### config.mk
export PLATFORM = sky130hd
export DESIGN_NAME = time_base_capture
export DESIGN_NICKNAME = d
export VERILOG_FILES = /design/src/rtl/time_base_capture.sv
export SDC_FILE = /design/constraint.sdc
export NUM_CORES = 1
export LEC_CHECK = 0
export ABC_AREA = 1
export BUFFER_PORTS_ARGS = -buffer_cell sky130_fd_sc_hd__buf_2
export CORE_MARGIN = 10
export CORE_UTILIZATION = 49
export DETAILED_ROUTE_END_ITERATION = 10
export PLACE_DENSITY = 0.77
export SLEW_MARGIN = 25
export SYNTH_ARGS = -nofsm -noshare
export SYNTH_HDL_FRONTEND = slang
export SYNTH_SLANG_ARGS = --single-unit
export TNS_END_PERCENT = 20
### constraint.sdc
create_clock -name clk -period 4.2 [get_ports clk]
set_input_delay 0.84 -clock clk [delete_from_list [all_inputs] [get_ports clk]]
set_output_delay 0.84 -clock clk [all_outputs]
set_load 0.01 [all_outputs]
### src/rtl/time_base_capture.sv
// Reference-tick synchroniser and glitch filter, runtime prescaler, CW-bit timestamp
// with sticky wrap flag, plus NCH capture channels with valid/ack handshake.
module time_base_capture #(
  parameter int CW        = 32,
  parameter int PW        = 16,
  parameter int DIV_SHIFT = 2,
  parameter int NCH       = 4
) (
  input  logic              clk,
  input  logic              rst,
  input  logic              clk12,
  input  logic              clr,
  input  logic              en,
  input  logic [PW-1:0]     nbuf,
  input  logic [1:0]        edge_mode,
  input  logic [NCH-1:0]    cap_stb,
  input  logic [NCH-1:0]    cap_ack,
  output logic [CW-1:0]     q,
  output logic              tick_out,
  output logic              ovf,
  output logic [NCH*CW-1:0] cap_data,
  output logic [NCH-1:0]    cap_valid,
  output logic [NCH-1:0]    cap_ovr
);

  logic [3:0]        r_frnt;
  logic [PW-1:0]     r_div;
  logic [PW-1:0]     r_sch;
  logic              r_clr_f;
  logic [CW-1:0]     r_q;
  logic              r_tick;
  logic              r_ovf;
  logic [NCH*CW-1:0] r_cap_data;
  logic [NCH-1:0]    r_cap_valid;
  logic [NCH-1:0]    r_cap_ovr;

  logic w_rise;
  logic w_fall;
  logic w_qe;
  logic w_roll;

  // A level must be seen on two consecutive samples to qualify, so 1-clk pulses drop out.
  assign w_rise = (r_frnt[3:1] == 3'b011);
  assign w_fall = (r_frnt[3:1] == 3'b100);

  always_comb begin
    w_qe = 1'b0;
    case (edge_mode)
      2'b00:   w_qe = w_rise;
      2'b01:   w_qe = w_fall;
      2'b10:   w_qe = w_rise | w_fall;
      default: w_qe = 1'b0;
    endcase
    w_qe = w_qe & en;
  end

  // >= rather than == so a divisor lowered below the running count rolls over at once.
  assign w_roll = w_qe && (r_sch >= r_div);

  always_ff @(posedge clk) begin
    if (rst) begin
      r_frnt  <= '0;
      r_div   <= '0;
      r_sch   <= '0;
      r_clr_f <= 1'b0;
      r_q     <= '0;
      r_tick  <= 1'b0;
      r_ovf   <= 1'b0;
    end else begin
      r_frnt  <= {r_frnt[2:0], clk12};
      r_div   <= nbuf >> DIV_SHIFT;
      r_clr_f <= clr;
      if (r_clr_f) begin
        r_q    <= '0;
        r_sch  <= '0;
        r_ovf  <= 1'b0;
        r_tick <= 1'b0;
      end else begin
        r_tick <= w_roll;
        if (w_roll) begin
          r_sch <= '0;
          r_q   <= r_q + 1'b1;
          if (&r_q) r_ovf <= 1'b1;
        end else if (w_qe) begin
          r_sch <= r_sch + 1'b1;
        end
      end
    end
  end

  // Capture samples the registered q, i.e. the value before any same-cycle increment.
  always_ff @(posedge clk) begin
    if (rst) begin
      r_cap_data  <= '0;
      r_cap_valid <= '0;
      r_cap_ovr   <= '0;
    end else begin
      for (int i = 0; i < NCH; i++) begin
        if (cap_stb[i]) begin
          r_cap_data[i*CW +: CW] <= r_q;
          r_cap_valid[i]         <= 1'b1;
          if (r_cap_valid[i] && !cap_ack[i]) r_cap_ovr[i] <= 1'b1;
        end else if (cap_ack[i]) begin
          r_cap_valid[i] <= 1'b0;
        end
      end
      if (r_clr_f) r_cap_ovr <= '0;
    end
  end

  assign q         = r_q;
  assign tick_out  = r_tick;
  assign ovf       = r_ovf;
  assign cap_data  = r_cap_data;
  assign cap_valid = r_cap_valid;
  assign cap_ovr   = r_cap_ovr;

endmodule

=== Word-level counts from Yosys, hierarchy flattened ===
Index checks and enable logic that the tools add are counted.

* Register bits after elaboration: 207
* Input port bits: 31
* Output and inout bits: 170
* Word-level logic and storage cells: 59

* Add/subtract/negate cells: 2
* Order comparisons: 1
* Eq/ne operators: 4
* Multiplexer cells: 9
* Bitwise logic cells: 2
* Reduce and logical (&&, ||, !) cells: 21

{| class="wikitable"
|+ Operators by type and width
! cell !! count
|-
| AND reduction 33 bit || 1
|-
| adder 32 x 1 -> 32 bit (second input constant) || 1
|-
| adder 16 x 1 -> 16 bit (second input constant) || 1
|-
| greater-or-equal comparator 16 bit || 1
|-
| 2-to-1 mux 1 bit || 8
|-
| AND reduction 2 bit || 4
|-
| nonzero test 2 bit || 4
|-
| logical AND 1 bit || 5
|-
| logical NOT 1 bit || 4
|-
| == test 3 x 2 -> 1 bit (second input constant) || 1
|-
| == test 3 bit (second input constant) || 1
|-
| one-hot mux 1 bit (3 select lines) || 1
|-
| OR reduction 3 bit || 1
|-
| == test 2 x 1 -> 1 bit (second input constant) || 1
|-
| == test 2 bit (second input constant) || 1
|-
| logical NOT 2 bit || 1
|-
| OR reduction 2 bit || 1
|-
| AND 1 bit || 1
|-
| bitwise OR 1 bit || 1
|}

=== Longest topological paths before layout ===
Gate-level depths: netlist of run 1.

* Depth after elaboration: 6
* Mapped depth: 15
* Mapped depth without buffers: 15

=== Worst setup path after synthesis of run 1 ===
OpenSTA, ideal clock, no wires.

* Kind: input to register
* Start point: in edge_mode[0]
* End point: reg r_sch[11]
* Setup time: 70 ps
* Arrival: 1,734 ps
* Required time: 4,130 ps
* Path slack: 2,396 ps
* Stages: 9
* Path buffers: 2
* Path through: inv_1 -> nor2_1 -> o21ai_1 -> a21boi_1 -> buf_4 -> nand2_4 -> nand2_2 -> buf_4 -> a21oi_1

* Longest elaborated chain between the ends: 5
* Elaborated cells on any way between the ends: 7
* Those cells by class: 2 x eq/ne; 1 x mux; 1 x bitwise; 3 x reduce/logical

{| class="wikitable"
|+ RTL lines
! item !! line !! source
|-
| start, declared || 15 || <nowiki>input logic [1:0] edge_mode,</nowiki>
|-
| == test 2 bit (tied with other cells) || 48 || <nowiki>case (edge_mode)</nowiki>
|-
| one-hot mux 1 bit (3 select lines) * || 48 ||
|-
| AND 1 bit * || 54 || <nowiki>w_qe = w_qe & en;</nowiki>
|-
| logical AND 1 bit || 58 || <nowiki>assign w_roll = w_qe && (r_sch >= r_div);</nowiki>
|-
| OR reduction 3 bit (no line) || -- ||
|-
| end signal, assigned || 85 || <nowiki>r_sch <= r_sch + 1'b1;</nowiki>
|-
| end, declared || 28 || <nowiki>logic [PW-1:0] r_sch;</nowiki>
|}

Every way passes the cells marked *; elsewhere a longest branch is shown, timed or not.
A chain may end at the register's enable or synchronous reset.

=== Worst setup path after layout of run 1 ===
* Start point: reg r_sch[0]
* End point: reg r_sch[14]

* Longest elaborated chain between the ends: 3
* Elaborated cells on any way between the ends: 4
* Those cells by class: 1 x add/sub; 1 x order compare; 2 x reduce/logical

{| class="wikitable"
|+ RTL lines
! item !! line
|-
| greater-or-equal comparator 16 bit || 58
|-
| logical AND 1 bit || 58
|-
| OR reduction 3 bit (no line) || --
|}

Parallel ways exist; a longest one is shown, timed or not.

==> results of run 1 <==
[worst reg2reg max path: cells and delay by family, from the launching register on]
family | cells | cell delay [ns]
buffers and inverters | 1 | 0.09
adders and majority gates | 1 | 0.27
and+or+nand+nor | 9 | 1.79
DFF | 1 | 0.41
[cell usage after synthesis, drive strengths merged, types with 6 or more instances]
| master | n | area share, % |
|---|---|---|
| nor2 | 194 | 9.8 |
| buf | 24 | 1.8 |
| clkbuf | 47 | 2.1 |
| nand4 | 6 | 0.44 |
| dfxtp | 205 | 48 |
| nor3 | 9 | 0.53 |
| a21oi | 134 | 7.9 |
| ha | 16 | 2.3 |
| xor2 | 21 | 2.1 |
| inv | 91 | 4.0 |
| nand2 | 193 | 9.0 |
| o21ai | 132 | 7.7 |
| nand3 | 57 | 3.3 |
[per-layer routing]
layer,GRT usage (%),up-vias
met2,33.27,258
met1,25.86,3736
met3,5.560,38
li1,-,3994
met4,5.823,0
met5,0,-
[state kept, by name (all words and copies together), names as in the netlist]
name / cells
cap_data: 128
cap_ovr: 4
cap_valid: 4
ovf: 1
q: 32
r_clr_f: 1
r_div: 14
r_frnt: 4
r_sch: 16
tick_out: 1
[layout make-up]
class | instances | area (um^2) | area share [%]
Tap cell | 225 | 281.5 | 2.729
Multi-Input combinational cell | 772 | 3795 | 36.79
Clock inverter | 8 | 95.09 | 0.9218
Timing Repair Buffer | 205 | 1044 | 10.12
Sequential cell | 205 | 4104 | 39.78
Inverter | 92 | 345.3 | 3.347
Clock buffer | 30 | 651.9 | 6.319
[placed cells by master, fill, tap and decap left out, drive strengths merged]
master and count:
a21boi 1, a21oi 134, buf 205, bufinv 2, clkbuf 30, clkinv 5, clkinvlp 2, dfxtp 205
ha 16, inv 91, nand2 193, nand3 57, nand4 6, nor2 194, nor3 9, nor3b 1
o21a 4, o21ai 132, xnor2 4, xor2 21
[worst paths after layout]
kind	startpoint	endpoint	slack [ns]	cells after the start
setup / recovery	r_sch[0]	r_sch[14]	1.52	11
hold / removal	r_frnt[0]	r_frnt[1]	0.41	2
setup reg to reg	r_sch[0]	r_sch[14]	1.52	11
hold reg to reg	r_frnt[0]	r_frnt[1]	0.41	2
[where the power goes]
part | switching (mW) | internal [mW]
Clock | 0.772 | 1.20
Combinational | 0.194 | 0.102
Sequential | 0.0324 | 2.02
[kinds of logic after synthesis]
group           synth area share, %
buf+inv                       7.930
flops                         47.90
simple gates                  23.25
fa+ha+maj                     2.337
xor+xnor                      2.556
compound gates                16.02
==> results.toml, run 1 <==
[worst_setup_path]
slowest_delay_ns = 0.50
crit_required_ns = 4.58
crit_arrival_ns = 3.06
cp_slowest_cell = "nand2_2"
crit_chain = "inv_1, ha_1, nand4_1, nor2_1, nor2_1, nand2_1, nand2_1, nand2_2, nand2_4, nand2_2, nor2_1"
critPathBufInv = 1
worst_path_most_repeated_cell = "nor2_1"
worstSetupStartpointType = "flop"
end_kind = "flop"
critPathTopFamily = "simple AND/OR/NAND/NOR gates"
critPathMaxFanout = 34
path_class = "reg -> reg"

[drt]
dr.pass1.iters = 5
drt-initial-drc-count = 554
met3WireLength_um = 1973
drc_errors = 0
routed_wl_um = 25100
detail_route.wl_per_cell_um = 16.33
wl_met2_um = 11670
wl_met1_um = 10830
vias = 8026
ant_nets = 0
vias_per_cell = 5.222
maxUsedRoutingLayer = "met4"

[floorplan]
start_util_pct = 49.70
die_w_um = 152.2
die_area_um2 = 23170
core_um2 = 17240
core.rowCount = 48
io_pins = 201
die_h_um = 152.2

[global_routing]
grt_pass1_wl_um = 40080
first_global_vias = 7602
grt_usage_pct = 20.41
grt_max_degree = 66
gr-total-overflow = 0
antenna_found_initial = 0

[finish]
fill_cells = 1572
fin_area_um2 = 10320
drive_gt1_share_pct = 21.49
area_growth_pct = 20.42
final_nets = 1345
final_cell_count_no_fill = 1537
antenna_cells = 0
post-route-util_pct = 59.85

[placement]
hpwlAfterDp_um = 18060
place_ws_ns = 1.528
portBuffers = 198
gp_congestion = 0.8782
place_area_um2 = 9569
placedCellCount = 1499

[status]
status = "finished clean"

[pwr]
p_leak_nw = 4.621
power.density_nw_per_um2 = 419.0
p_total_mw = 4.322
ir_worst_vdd_uv = 302.8

[cts]
clock_latency_ns = 0.50
htree_levels = 1
max-clock-path-buffers = 3
postCtsHoldBufs = 0
cts_root_buf = "clkbuf_16"
ctsResizeCount = 0
clk_pin_slew_ns = 0.06
post_cts_buffers = 0
clkSinkCount = 205
cts_tree = "yes"
cts_buffers = 22

[timing]
fin_worst_skew_ns = 0.01063
min_period_over_period_pct = 63.80
clock.fmax_mhz = 373.2
finalSetupTns_ns = 0
slew_violations = 0
finalSetupViolCount = 0
fin_hold_ws_ns = 0.4083
hold_viol = 0
slew_headroom_pct = 40.73
worst_slack_ns = 1.520
grt_setup_unrepaired = "false"
worst_pin_slew_ns = 0.8878
finalCriticalPeriod_ns = 2.680

[synth]
synth-edff-count = 0
syn_inst = 1140
async_reset_ff_share_pct = 0
syn_avg_cell_area_um2 = 7.515
yosysWarnings = 0
synth_ff_type = "dfxtp_1"
synth_cell_type_count = 27
ys_seq_area_share_pct = 47.90
syn-num-nets = 1187
yosys_register_bits = 205
synthesis.area_um2 = 8567

[job]
drv_cap = 0

[min_path]
hp-class = "reg -> reg"
Note: power is estimated with default switching activity, not from simulation.
==> run 2: changes to the inputs <==
==> constraint.sdc (replaced) <==
create_clock -name clk -period 2.5 [get_ports clk]
set_input_delay 0.5 -clock clk [delete_from_list [all_inputs] [get_ports clk]]
set_output_delay 0.5 -clock clk [all_outputs]
set_load 0.01 [all_outputs]
==> run 2 against run 1 <==
Compared with the run above:
- fmax is 35% higher
- largest power group is now clock
- die area unchanged
- combinational power is 71% higher
- largest cell class unchanged
- critical endpoint is now q[26]
- via count is 0.25% higher
- clock skew down 0.0016 ns
- worst hold slack worse by 0.20 ns
- sequential power increased by 68%
- power is 73% higher
- flip-flop and latch count unchanged
- first-iteration DRC count is 6.1% higher
- setup slack lost 1.0 ns
- critical path depth increased by 2
==> results.toml, run 2 (synthesized netlist as in run 1, its figures left out) <==
[floorplan]
io_pins = 201
core_um2 = 17240
die_h_um = 152.2
die_w_um = 152.2
die_area_um2 = 23170
start_util_pct = 49.70
core.rowCount = 48

[worst_setup_path]
path_class = "reg -> reg"
critPathBufInv = 2
r2r_start = "r_sch[2]"
critPathTopFamily = "simple AND/OR/NAND/NOR gates"
crit_arrival_ns = 2.41
crit_chain = "ha_1, nand2_1, inv_1, nand2_1, nand2_1, nand2_1, nand2_1, nand2_1, nand2_2, nand2_4, buf_4, nand2_1, a21oi_1"
end_kind = "flop"
crit_required_ns = 2.92
slowest_delay_ns = 0.47
reg2reg_to = "q[26]"
r2r_cells = 13
regToRegSetupSlack_ns = 0.51
cp_slowest_cell = "dfxtp_1"
worst_path_most_repeated_cell = "nand2_1"
critPathMaxFanout = 33
worstSetupStartpointType = "flop"

[placement]
placedCellCount = 1507
portBuffers = 198
hpwlAfterDp_um = 18280
gp_congestion = 0.9039

[cts]
cts_buffers = 22
clock_latency_ns = 0.50
clk_pin_slew_ns = 0.06
max-clock-path-buffers = 3
ctsResizeCount = 0
postCtsHoldBufs = 0
cts_root_buf = "clkbuf_16"
post_cts_buffers = 0
htree_levels = 1
clkSinkCount = 205
cts_tree = "yes"

[min_path]
holdPathEnd = "r_div[12]"
hp-start = "nbuf[14]"
hp-class = "in -> reg"
holdPathStages = 3

[status]
status = "finished clean"

[drt]
ant_nets = 0
detail_route.wl_per_cell_um = 16.43
dr.pass1.iters = 6
vias = 8046
routed_wl_um = 25380
vias_per_cell = 5.208
drt-initial-drc-count = 588
drc_errors = 0

[timing]
worst_pin_slew_ns = 0.5643
fin_worst_skew_ns = 0.009045
fin_hold_ws_ns = 0.2052
finalCriticalPeriod_ns = 1.992
clock.fmax_mhz = 502.1
min_period_over_period_pct = 79.66
slew_violations = 0
hold_viol = 0
grt_setup_unrepaired = "false"
finalSetupTns_ns = 0
slew_headroom_pct = 62.34
finalSetupViolCount = 0

[finish]
drive_gt1_share_pct = 21.89
final_cell_count_no_fill = 1545
antenna_cells = 0
final_nets = 1353
most-common-layout-cells = "205 x dfxtp_1, 198 x buf_2, 179 x nand2_1"
post-route-util_pct = 60.62
area_growth_pct = 21.97
largest_reg_flops = 128
final_common_cell = "dfxtp_1"

[global_routing]
grt_max_degree = 82
grt_usage_pct = 20.77
gr-total-overflow = 0
first_global_vias = 7671
antenna_found_initial = 0
grt_pass1_wl_um = 40770

[job]
drv_cap = 0

[pwr]
p_leak_nw = 4.697
power.density_nw_per_um2 = 714.7
ir_worst_vdd_uv = 542.6
run 2: cell count changes in the layout (fill, tap and decap cells not counted):
cell        before  now
inv_6            0    1
clkbuf_1         2    3
buf_12           0    2
clkinv_2         4    2
buf_4            7   13
clkinvlp_4       2    0
bufinv_16        2    4
run 2: through the flow:
step	setup slack (ns)	area, um^2	power [mW]
global placement	0.5610	9654	4.006
detailed placement	0.5048	9654	4.021
finish	0.5084	10450	7.467
floorplan	0.8670	8567	3.805
global route	0.2465	10450	7.741
CTS	0.4961	10450	7.529
run 2: power by group:
part | leakage, nW | internal [mW] | switching [mW]
registers | 1.68 | 3.39 | 0.0547
logic | 2.62 | 0.179 | 0.325
clock network | 0.392 | 2.23 | 1.28
run 2: layout make-up:
type | instances | area [um^2]
Tap cell | 225 | 281.5
Clock buffer | 31 | 655.6
Sequential cell | 205 | 4104
Timing Repair Buffer | 213 | 1129
Inverter | 92 | 345.3
Multi-Input combinational cell | 772 | 3795
Fill cell | 1565 | 6788
Clock inverter | 7 | 138.9
run 2: worst max-delay path by stage:
stage | start | endpoint | slack (ns) | cells after the start
after floorplan | q[1] | q[12] | 0.87 | 8
after global placement | edge_mode[0] | q[15] | 0.56 | 7
after detailed placement | edge_mode[0] | q[24] | 0.50 | 7
after CTS | r_sch[2] | q[26] | 0.50 | 13
after global routing | r_sch[7] | q[26] | 0.25 | 13
final | r_sch[2] | q[26] | 0.51 | 13
run 2: routing by layer:
metal  track usage (%)  share of wire (%)  wire length (um)  vias to the layer above
met4             6.419                3.0               750                        0
li1                  -                  -                 -                     4022
met5                 0                  0                 0                        -
met3             5.476                7.2              1830                       43
met2             33.93                 47             11810                      269
met1             26.18                 43             10990                     3712
run 2: worst reg2reg max path: cells and delay by family, from the launching register on:
kind / cells / cell delay [ns]
flip-flops: 1 / 0.47
buffers and inverters: 2 / 0.38
adder cells (fa/ha/maj): 1 / 0.30
AO/OA/AOI/OAI: 1 / 0.17
AND/OR/NAND/NOR: 9 / 0.60
==> run 3: changes to the inputs <==
--- a/config.mk
+++ b/config.mk
@@ -5,12 +5,12 @@
 export SDC_FILE = /design/constraint.sdc
 export NUM_CORES = 1
 export LEC_CHECK = 0
-export ABC_AREA = 1
+export ABC_AREA = 0
 export BUFFER_PORTS_ARGS = -buffer_cell sky130_fd_sc_hd__buf_2
 export CORE_MARGIN = 10
-export CORE_UTILIZATION = 49
+export CORE_UTILIZATION = 48
 export DETAILED_ROUTE_END_ITERATION = 10
-export PLACE_DENSITY = 0.77
+export PLACE_DENSITY = 0.79
 export SLEW_MARGIN = 25
 export SYNTH_ARGS = -nofsm -noshare
 export SYNTH_HDL_FRONTEND = slang
==> constraint.sdc (replaced) <==
create_clock -name clk -period 1.83 [get_ports clk]
set_input_delay 0.366 -clock clk [delete_from_list [all_inputs] [get_ports clk]]
set_output_delay 0.366 -clock clk [all_outputs]
set_load 0.01 [all_outputs]
==> run 3 against run 2 <==
Compared with the run above:
- the run now ends with negative setup slack left
- register-to-register slack got worse by 0.87 ns
- worst hold slack got worse by 0.12 ns
- final cell count fell by 13%
- critical endpoint is now q[23]
==> results.toml, run 3 <==
[status]
status = "finished with violations"
violations = "negative setup slack"

[synth]
yosysWarnings = 0
syn_inst = 870
syn_avg_cell_area_um2 = 9.633
netlist_top_cells_count = "205 x dfxtp_1, 161 x mux2i_1, 146 x nor2_1"
synthesis.area_um2 = 8381
synth_ff_type = "dfxtp_1"
synth-edff-count = 0
ys_seq_area_share_pct = 48.97
yosysTopAreaCell = "dfxtp_1"
synth_cell_type_count = 38
synth.area.top_cells = "dfxtp_1 49%, mux2i_1 19%, nor2_1 6.5%"
yosys_register_bits = 205
async_reset_ff_share_pct = 0
yosys.cell_count.top_type = "dfxtp_1"
syn-num-nets = 917
yosysTopAreaCellShare_pct = 48.97

[worst_setup_path]
end_kind = "flop"
crit_required_ns = 2.25
crit_arrival_ns = 2.61
path_class = "reg -> reg"
worstSetupStartpointType = "flop"
critPathMaxFanout = 18

[placement]
hpwlAfterDp_um = 16190
place_area_um2 = 10220
gp_congestion = 0.8549
portBuffers = 198
place_ws_ns = -0.3231

[timing]
worst_slack_ns = -0.3578
slew_headroom_pct = 67.82
worst_pin_slew_ns = 0.4827
grt_setup_unrepaired = "true"
slew_violations = 0
min_period_over_period_pct = 119.6
clock.fmax_mhz = 457.1
fin_hold_ws_ns = 0.08972
finalSetupViolCount = 50
finalCriticalPeriod_ns = 2.188
hold_viol = 0
fin_worst_skew_ns = 0.006803

[finish]
multiInputGateArea_um2 = 4292
fill_cells = 1372
largest_reg_flops = 128
final_nets = 1153
antenna_cells = 0
fin_area_um2 = 11320
area_growth_pct = 35.12
final_common_cell = "dfxtp_1"
drive_gt1_share_pct = 31.55
post-route-util_pct = 65.92
most-common-layout-cells = "204 x dfxtp_1, 197 x buf_2, 161 x mux2i_1"
regArea_um2 = 4105

[drt]
dr.pass1.iters = 4
drc_errors = 0
ant_nets = 0
vias_per_cell = 5.238
vias = 7055
routed_wl_um = 24170
drt-initial-drc-count = 434
detail_route.wl_per_cell_um = 17.95

[floorplan]
die_h_um = 152.1
io_pins = 201
die_area_um2 = 23150
core.rowCount = 48
start_util_pct = 48.79
die_w_um = 152.1
core_um2 = 17180

[global_routing]
grt_pass1_wl_um = 39350
gr-total-overflow = 0
antenna_found_initial = 0
grt_max_degree = 69
first_global_vias = 7340
grt_usage_pct = 19.91

[pwr]
power.density_nw_per_um2 = 825.2
ir_worst_vdd_uv = 720.6
p_leak_nw = 5.195
comb_power_share_pct = 5.0
p_sw_mw = 2.006
p_int_mw = 7.338
pwr-share-clk_pct = 46.8
sequentialPowerShare_pct = 48.2
power_switching_share_pct = 21.47

[cts]
cts_tree = "yes"
cts_buffers = 22
postCtsHoldBufs = 0
clkSinkCount = 205
cts_root_buf = "clkbuf_16"
clk_pin_slew_ns = 0.06
max-clock-path-buffers = 3
clock_latency_ns = 0.49
htree_levels = 1

[min_path]
hp-class = "in -> reg"

[job]
drv_cap = 0
run 3: cell families after synthesis:
kind of cell	Yosys count	synth area share, %
AND/OR/NAND/NOR	331	18.59
multiplexers	161	19.23
flip-flops	205	48.97
XOR/XNOR	14	1.463
AO/OA/AOI/OAI	51	5.046
buffers and inverters	92	4.315
adder cells (fa/ha/maj)	16	2.389
run 3: routing by layer:
metal	vias to the layer above	global-route usage (%)	routed length [um]
li1	3445	-	-
met2	204	35.07	12040
met5	-	0	0
met1	3369	22.83	9800
met4	0	5.640	571
met3	37	5.843	1764
run 3: through the flow:
step / TNS [ns] / total power, mW / std cells
after global placement: -12.02 / 5.040 / 1303
after detailed placement: -13.41 / 5.047 / 1303
after CTS: -13.04 / 9.401 / 1344
final: -12.48 / 9.345 / 1347
after global routing: -18.73 / 9.658 / 1347
after floorplan: -4.594 / 4.904 / 870
run 3: what timing repair did:
action                                  CTS  global route
pin swaps                                 5             2
gates resized for setup                  28            10
buffers inserted                          1             1
endpoints found under the setup margin   50            50
endpoints found under the hold margin     0             0
cloned                                    0             2
run 3: layout make-up:
cell class	count	share of cell area, %
multi-input cells	573	37.90
clock inverters	4	0.4199
clock buffers	36	5.956
inverters	22	0.7293
repair buffers	282	16.25
well taps	225	2.486
flip-flops and latches	205	36.25
run 3: path summary, 6_finish.rpt:
| path | to | slack [ns] | cells after the start | start |
|---|---|---|---|---|
| setup / recovery | q[23] | -0.36 | 8 | r_div[12] |
| hold / removal | r_div[0] | 0.09 | 2 | nbuf[2] |
| setup reg to reg | q[23] | -0.36 | 8 | r_div[12] |
| hold reg to reg | r_frnt[1] | 0.44 | 1 | r_frnt[0] |
run 3: worst max-delay path, cell delays in order (launching register included):
cell and delay [ns]:
dfxtp_1 0.31, inv_1 0.04, ha_1 0.29, nand4_1 0.14, nor4_4 0.27, a22oi_2 0.19, buf_12 0.21, a2111oi_4 0.40
mux2i_1 0.24
run 3: power groups by stage:
stage          clock network (mW)  logic [mW]  registers (mW)
2_1_floorplan                   0       0.301            4.60
3_3_place_gp                    0       0.440            4.60
3_5_place_dp                    0       0.445            4.60
4_1_cts                      4.44       0.458            4.50
5_1_grt                      4.64       0.511            4.50
6_report                     4.37       0.471            4.50
